<file path="src/rtl/flexp_bfloat16.sv">
// flexp_bfloat16 - base-2 antilog unit for bfloat16, res = 2^x.
//
// The operand is turned into 22-bit fixed point (binary point at bit 14).
// The integer part I becomes the result exponent. The fraction F drives a
// bit-serial product of constants 2^(2^-k), one multiply per ITER cycle.
// Only one operation is in flight, with a valid/ready handshake on each side.
//
// Parameters:
//   N_IT       fraction bits consumed, one per ITER cycle (1..14)
//   ACC_WIDTH  width of the Q1.15 product accumulator (16)
//
// Ports:
//   clk_i     clock
//   rst_i     asynchronous active-high reset
//   valid_i   operand valid
//   ready_o   unit can accept an operand (IDLE only)
//   op_i      bfloat16 operand x
//   valid_o   result valid
//   ready_i   consumer accepts result
//   res_o     bfloat16 result
//   status_o  {invalid, overflow, underflow}, valid with valid_o
//
// Build option:
//   FLEXP_ROUND_EN  defined: PACK rounds the mantissa to nearest.
//                   undefined: PACK truncates the mantissa.

module flexp_bfloat16 #(
  parameter int N_IT      = 8,
  parameter int ACC_WIDTH = 16
) (
  input  logic        clk_i,
  input  logic        rst_i,
  input  logic        valid_i,
  output logic        ready_o,
  input  logic [15:0] op_i,
  output logic        valid_o,
  input  logic        ready_i,
  output logic [15:0] res_o,
  output logic [2:0]  status_o
);

  typedef enum logic [2:0] {IDLE, CONV, ITER, PACK, DONE} state_t;

  localparam logic [3:0]           K_LAST  = 4'(N_IT);
  localparam int                   C_SHIFT = ACC_WIDTH - 16;
  localparam logic [ACC_WIDTH-1:0] A_ONE   = {1'b1, {(ACC_WIDTH-1){1'b0}}};

  state_t state_q, state_d;

  logic [15:0]          op_q;
  logic [7:0]           i_q;
  logic [13:0]          f_q;
  logic [ACC_WIDTH-1:0] a_q;
  logic [3:0]           k_q;
  logic                 special_q;
  logic [15:0]          res_q;
  logic [2:0]           status_q;

  // C_k = round(2^(2^-k) * 2^15)
  function automatic logic [15:0] exp_const(input logic [3:0] k);
    case (k)
      4'd1:    return 16'hB505;
      4'd2:    return 16'h9838;
      4'd3:    return 16'h8B96;
      4'd4:    return 16'h85AB;
      4'd5:    return 16'h82CE;
      4'd6:    return 16'h8165;
      4'd7:    return 16'h80B2;
      4'd8:    return 16'h8059;
      4'd9:    return 16'h802C;
      4'd10:   return 16'h8016;
      4'd11:   return 16'h800B;
      4'd12:   return 16'h8006;
      4'd13:   return 16'h8003;
      4'd14:   return 16'h8001;
      default: return 16'h8000;
    endcase
  endfunction

  // Operand fields
  logic       sign;
  logic [7:0] expo;
  logic [6:0] mant;
  assign sign = op_q[15];
  assign expo = op_q[14:7];
  assign mant = op_q[6:0];

  // Special-case decode
  logic        spec_hit;
  logic [15:0] spec_res;
  logic [2:0]  spec_status;

  always_comb begin
    spec_hit    = 1'b1;
    spec_res    = '0;
    spec_status = '0;
    if (expo == 8'hFF) begin
      if (mant != 7'd0) begin
        spec_res    = 16'h7FC0;
        spec_status = 3'b100;
      end else if (!sign) begin
        spec_res = 16'h7F80;
      end
    end else if (expo == 8'h00) begin
      spec_res = 16'h3F80;
    end else if (expo >= 8'd134) begin
      if (!sign) begin
        spec_res    = 16'h7F80;
        spec_status = 3'b010;
      end else begin
        spec_status = 3'b001;
      end
    end else begin
      spec_hit = 1'b0;
    end
  end

  // Fixed-point conversion: leading 1 of {1,m} placed at bit 14, then scaled
  logic [21:0] base;
  logic [21:0] fx_mag;
  logic [21:0] fx;

  always_comb begin
    base   = {7'd0, 1'b1, mant, 7'd0};
    fx_mag = '0;
    if (expo >= 8'd127) begin
      fx_mag = base << (expo - 8'd127);
    end else if ((8'd127 - expo) < 8'd15) begin
      fx_mag = base >> (8'd127 - expo);
    end
    fx = sign ? -fx_mag : fx_mag;
  end

  // One constant multiply per ITER cycle
  logic [ACC_WIDTH-1:0]   c_k;
  logic [2*ACC_WIDTH-1:0] prod;
  logic [ACC_WIDTH-1:0]   a_mul;

  assign c_k   = ACC_WIDTH'(exp_const(k_q)) << C_SHIFT;
  assign prod  = (2*ACC_WIDTH)'(a_q) * (2*ACC_WIDTH)'(c_k);
  assign a_mul = prod[2*ACC_WIDTH-2 -: ACC_WIDTH];

  // Result packing
  logic [8:0]  e_biased;
  logic [15:0] pack_res;
  logic [2:0]  pack_status;
`ifdef FLEXP_ROUND_EN
  logic [7:0]  mant_r;
  logic [8:0]  e_round;
`endif

  always_comb begin
    e_biased    = {i_q[7], i_q} + 9'd127;
    pack_res    = '0;
    pack_status = '0;
`ifdef FLEXP_ROUND_EN
    mant_r  = '0;
    e_round = e_biased;
`endif
    if (e_biased[8] || (e_biased == 9'd0)) begin
      pack_status = 3'b001;
    end else begin
`ifdef FLEXP_ROUND_EN
      // A mantissa carry leaves mant_r[6:0] at zero and bumps the exponent
      mant_r  = {1'b0, a_q[ACC_WIDTH-2 -: 7]} + {7'd0, a_q[ACC_WIDTH-9]};
      e_round = mant_r[7] ? e_biased + 9'd1 : e_biased;
      if (e_round == 9'd255) begin
        pack_res    = 16'h7F80;
        pack_status = 3'b010;
      end else begin
        pack_res = {1'b0, e_round[7:0], mant_r[6:0]};
      end
`else
      pack_res = {1'b0, e_biased[7:0], a_q[ACC_WIDTH-2 -: 7]};
`endif
    end
  end

  // FSM state register
  always_ff @(posedge clk_i or posedge rst_i) begin
    if (rst_i) begin
      state_q <= IDLE;
    end else begin
      state_q <= state_d;
    end
  end

  // Special cases take one pass-through cycle in PACK so their result is
  // presented two edges after accept.
  always_comb begin
    state_d = state_q;
    ready_o = 1'b0;
    valid_o = 1'b0;
    unique case (state_q)
      IDLE: begin
        ready_o = 1'b1;
        if (valid_i) state_d = CONV;
      end
      CONV:    state_d = spec_hit ? PACK : ITER;
      ITER:    if (k_q == K_LAST) state_d = PACK;
      PACK:    state_d = DONE;
      DONE: begin
        valid_o = 1'b1;
        if (ready_i) state_d = IDLE;
      end
      default: state_d = IDLE;
    endcase
  end

  // Datapath
  always_ff @(posedge clk_i or posedge rst_i) begin
    if (rst_i) begin
      op_q      <= '0;
      i_q       <= '0;
      f_q       <= '0;
      a_q       <= A_ONE;
      k_q       <= 4'd1;
      special_q <= 1'b0;
      res_q     <= '0;
      status_q  <= '0;
    end else begin
      unique case (state_q)
        IDLE: if (valid_i) op_q <= op_i;
        CONV: begin
          special_q <= spec_hit;
          a_q       <= A_ONE;
          k_q       <= 4'd1;
          i_q       <= fx[21:14];
          f_q       <= fx[13:0];
          if (spec_hit) begin
            res_q    <= spec_res;
            status_q <= spec_status;
          end
        end
        ITER: begin
          // f_q shifts left so bit 13 is always F[14-k]
          if (f_q[13]) a_q <= a_mul;
          f_q <= f_q << 1;
          k_q <= k_q + 4'd1;
        end
        PACK: begin
          if (!special_q) begin
            res_q    <= pack_res;
            status_q <= pack_status;
          end
        end
        default: begin
        end
      endcase
    end
  end

  assign res_o    = res_q;
  assign status_o = status_q;

  logic unused_bits;
  assign unused_bits = ^{prod, a_q};

endmodule

</file>
<file path="config.mk">
export PLATFORM = sky130hd
export DESIGN_NAME = flexp_bfloat16
export DESIGN_NICKNAME = d
export VERILOG_FILES = /design/src/rtl/flexp_bfloat16.sv
export SDC_FILE = /design/constraint.sdc
export NUM_CORES = 1
export LEC_CHECK = 0
export ABC_AREA = 1
export BUFFER_PORTS_ARGS = -buffer_cell sky130_fd_sc_hd__buf_2
export CORE_MARGIN = 2
export CORE_UTILIZATION = 25
export DETAILED_ROUTE_END_ITERATION = 10
export HOLD_SLACK_MARGIN = 0.06
export SKIP_LAST_GASP = 1
export SYNTH_ARGS = -nofsm -noshare
export SYNTH_HDL_FRONTEND = slang
export SYNTH_SLANG_ARGS = --single-unit
</file>
<file path="constraint.sdc">
create_clock -name clk_i -period 7.6 [get_ports clk_i]
set_input_delay 0.38 -clock clk_i [delete_from_list [all_inputs] [get_ports clk_i]]
set_output_delay 0.38 -clock clk_i [all_outputs]
set_load 0.03 [all_outputs]
</file>
==> Word-level counts from Yosys, hierarchy flattened <==
Memory sizes are Yosys's and may differ from the RTL's.
Cells that the tools add are included.
{ "word_totals": {"reg_bits": 81, "rom_bits": 224, "input_bits": 20, "memories": 1} }
{ "op_classes": {"n_addsub": 5, "n_mul": 1, "magnitude_cmp": 3, "n_eq_ne": 12, "shifts": 2, "muxes": 35, "n_reduce_logical": 11} }
{ "memory_table": {"columns": ["memory", "words", "width", "read_ports", "rd_ports_with_merged_regs", "write_ports", "line_no", "rtl"], "rows": [
  ["(no name shown)", 16, 14, 1, 0, 0, "61", "case (k)"]
]} }
{ "op_table": {"columns": ["operator", "n"], "rows": [
  ["16-bit 2-to-1 mux", 6],
  ["22-bit 2-to-1 mux", 3],
  ["16-bit one-hot mux with 2 select lines", 2],
  ["15-bit 2-to-1 mux", 3],
  ["16-bit by 16-bit multiplier with 31-bit output", 1],
  ["14-bit one-hot mux with 2 select lines", 1],
  ["22-bit negation", 1],
  ["15-bit by 8-bit << shifter with 22-bit output", 1],
  ["15-bit by 8-bit >> shifter with 22-bit output", 1],
  ["3-bit 2-to-1 mux", 7],
  ["3-bit one-hot mux with 5 select lines", 1],
  ["2-bit inequality test, second input constant", 6],
  ["8-bit by 8-bit adder with 9-bit output, second input constant", 1],
  ["9-bit logical NOT", 1],
  ["8-bit equality test, second input constant", 1],
  ["8-bit by 7-bit >= comparator with 1-bit output, second input constant", 1],
  ["8-bit >= comparator, second input constant", 1],
  ["8-bit logical NOT", 1],
  ["8-bit by 4-bit less-than comparator with 1-bit output, second input constant", 1],
  ["4-bit one-hot mux with 2 select lines", 1],
  ["7-bit by 8-bit subtractor with 8-bit output, first input constant", 1],
  ["8-bit by 7-bit subtractor with 8-bit output, second input constant", 1],
  ["1-bit 2-to-1 mux", 7],
  ["7-bit nonzero test", 1],
  ["12 further kinds", 18]
]} }

==> Logic depth before layout (Yosys ltp) <==
{ "depth": {"depth_word": 7, "mapped_depth": 33, "mapped_depth_nobuf": 33} }

==> Least setup slack after synthesis <==
OpenSTA, ideal clock, no wires.
{ "synth_timing": {"path_kind": "flip-flop to flip-flop", "startpoint": "register k_q[0]", "endpoint": "register a_q[5]", "setup_ns": 0.132, "arrival_ns": 6.248, "required_ns": 7.468, "setup_slack_ns": 1.219, "stages_incl_launch_ff": 29, "period_less_slack_ns": 6.381, "path_cell_list": "dfstp_2 > inv_1 > ha_1 > inv_1 > nand2_1 > o21ai_0 > nand2_1 > nand2_1 > inv_1 > clkbuf_1 > nand2_1 > fa_1 > fa_1 > fa_1 > fa_1 > inv_1 > fa_1 > inv_1 > fa_1 > inv_1 > ha_1 > a21oi_1 > o21ai_0 > a21oi_1 > o221a_2 > nand2_1 > or2_2 > nand3_1 > o21ai_0"} }
{ "synth_via": {"elab_chain_len": 4} }
{ "synth_rtl": {"columns": ["item", "line_no", "rtl"], "rows": [
  ["start: declaration", "54", "logic [3:0] k_q;"],
  ["start signal: assignment", "239", "k_q <= k_q + 4'd1;"],
  ["memory read 16 x 14 bit", null, null],
  ["16-bit by 16-bit multiplier with 31-bit output", "140", "assign prod = (2*ACC_WIDTH)'(a_q) * (2*ACC_WIDTH)'(c_k);"],
  ["16-bit 2-to-1 mux", "237", "if (f_q[13]) a_q <= a_mul;"],
  ["16-bit one-hot mux with 2 select lines", "222", "unique case (state_q)"],
  ["end signal: assignment", "237", null],
  ["end: declaration", "53", "logic [ACC_WIDTH-1:0] a_q;"]
]} }
No other way between the ends. The select of a mux whose other input is x is not followed.
A chain may end at the register's enable or synchronous reset.

==> Worst setup path after layout <==
Same ends and word-level chain as after synthesis.

==> reports/results.txt <==
Per-cell routed wire length - 15.2 µm
Final WL - 39700 µm
Top-area cell type share of the netlist area - 25.7%
Placer Congestion - 0.952
Crit path buf inv count - 6
Vias per inst - 4.62
YS warnings - 0
Maximum root-to-sink buffer count - 2
Die width - 239 µm
#FFs+latches synth - 80
Slew margin rel. - 33.8%
Initial core utilization - 25.2%
Synth cell count leaders - 426 x nand2_1, 363 x inv_1, 215 x nor2_1
Die H - 239 µm
Layout Utilization - 27.5%
Placed Area - 0.0148 mm²
Initial antenna violation count - 0
Clk_skew - 0.0164 ns
Cell taking the most area after synthesis - fa_1
Fraction of the mapped netlist area in adder cells - 36.9%
Via count - 12.0k
Crit-path max cell delay - 0.69 ns
Synthesized area per cell - 7.34 µm²
Top-count cell post-synth - nand2_1
Final Hold Fails - 0
Pre-antenna DRT Iters - 5
Area delta synth->final - 9.30%
RSZ-0062 raised after global routing - false
Cts bufs inserted - 9
Tot GR Track Use - 14.4%
Worst-path fanout max - 13
Status - finished clean
Clock Sinks - 80
Ports - 41
Fmax achieved - 0.140 GHz
Post-synthesis cell count - 1880
CTS Root Buffer Type - clkbuf_16
Critical-path top delay cell - o21a_1
Min-delay worst type - input port to register
Remaining DRCs - 0
N_diodes - 0
Design Area, Final - 0.0151 mm²
Total negative setup slack - 0 ns
Vias in the first global route - 11.9k
Final Critical Period - 7.14 ns
Cell family with most CP delay - adder cells
Clock slew at reported path FFs - 0.07 ns
Layout fillers - 6081
Clk_lat worst skew - 0.36 ns
Register area share after synthesis - 14.5%
Xor/xnor share of the synthesized area - 1.26%
Area of the die - 0.0571 mm²
Core Footprint - 0.0549 mm²
Worst EP required - 7.81 ns
Worst EP arrival - 7.36 ns
CTS tree - yes
Row Count - 86
Number of max-cap violations - 0
Synth cell types - 57
Endpoint class of the critical path - register
Routed Antenna Nets - 0
Slew @ Worst Pin - 0.990 ns
Largest net degree at the start of global routing - 59
Worst setup path class - register to register
Post-synth EDFFs - 0
GRT overflow - 0
Layout cells sized above 1 - 7.37%
Compound-Gate Fraction of Synth Area - 8.54%
IO Port Bufs - 39
Async S/R FF share, synth - 100%
Final HPWL from detailed placement - 32000 µm
First-iteration detailed-routing DRC count - 840
First-pass GRT wire length - 64900 µm
Primary FF master, synth - dfrtp_1
Largest cells by area after synthesis - fa_1 26%, dfrtp_1 14%, nand2_1 12%
Synth Area in Simple Gates - 26.2%
Mux cell area share after synthesis - 0.163%
Worst-path cell chain - inv_1 > ha_1 > inv_1 > o21a_1 > nor2_1 > fa_1 > inv_1 > fa_1 > fa_1 > fa_1 > inv_1 > fa_1 > inv_1 > fa_1 > inv_1 > ha_1 > a21oi_1 > o21ai_0 > a21oi_1 > o221a_2 > nand2_1 > or2_2 > nand3_1 > o21ai_0
CP startpoint kind - register
Slew Viols, Final - 0
Final setup viols - 0
Largest family of logic cells by synthesized area - adder cells
Nets - 2216
H-tree depth - 3
Syn Nets - 2201
Fin crit share - 94.0%
Syn Std Cell Area - 0.0138 mm²
[metal layers]
metal	part of all wire [%]	vias up	GRT usage [%]	wire, µm
met4	2.8	0	4.41	1130
met5	0	-	0	0
met2	46	325	23.4	18200
li1	-	5860	-	-
met1	45	5793	19.5	17900
met3	6.2	58	2.44	2470
[through the flow]
step	worst slack, ns	std cells	hold WS, ns
6_report	0.456	2604	0.259
5_1_grt	0.0579	2604	0.250
4_1_cts	0.567	2604	0.246
3_5_place_dp	0.583	2587	0.402
3_3_place_gp	0.667	2587	0.404
2_1_floorplan	1.22	1880	0.450
[path summary, 6_finish.rpt]
kind / end / cells after the start / startpoint / slack [ns]
setup / recovery: a_q[5] / 24 / k_q[0] / 0.46
hold / removal: op_q[13] / 2 / op_i[13] / 0.26
setup reg to reg: a_q[5] / 24 / k_q[0] / 0.46
hold reg to reg: f_q[4] / 2 / f_q[3] / 0.48
max in group asynchronous: status_o[0] / 4 / rst_i / 5.92
min in group asynchronous: op_q[7] / 3 / rst_i / 0.56
[kinds of logic (layout without fill, tap and decap cells)]
group           Yosys count  count (layout)
simple gates            844             844
buf+inv                 435             455
fa+ha+maj               301             301
compound gates          198             198
flops                    80              80
xor+xnor                 19              19
mux                       2               2
other cells               1               1
[sequential cells by signal (all words and copies together) (netlist names)]
signal	cells
a_q	16
op_q	16
res_o	15
f_q	14
i_q	8
k_q	4
state_q	3
status_o	3
special_q	1
[cell usage in the layout, fill, tap and decap left out, drive strengths merged, types with 3 or more instances in the layout]
cell,synthesis,final
fa,177,177
nand4,30,30
nor2,226,226
o211ai,7,7
nor4,4,4
clkbuf,32,9
nand3b,3,3
a31oi,6,6
xor2,11,11
clkinv,6,9
nand2,442,442
nand3,116,116
o31ai,8,8
o21ai,64,64
nor3,18,18
a21o,6,6
inv,368,371
o21a,3,3
ha,124,124
o22ai,7,7
a21oi,78,78
dfrtp,78,78
o21bai,3,3
o221ai,8,8
xnor2,8,8
buf,29,64
[final cells by class]
type                    instances  area (µm²)  area share [%]
multi-input cells            1365       10100            66.9
well taps                     704         881            5.84
repair buffers                 65         393            2.60
clock buffers                   9         225            1.49
clock inverters                 7        85.1           0.564
flip-flops and latches         80        2000            13.3
inverters                     374        1410            9.31
[repair_timing]
item	in CTS	in global routing
hold endpoints to repair	22	0
hold buffers	1	0
gates resized for setup	0	0
buffers inserted	0	0
Power is not shown: default switching activity piles up to over one toggle a cycle in this logic, so the estimate is an artifact.
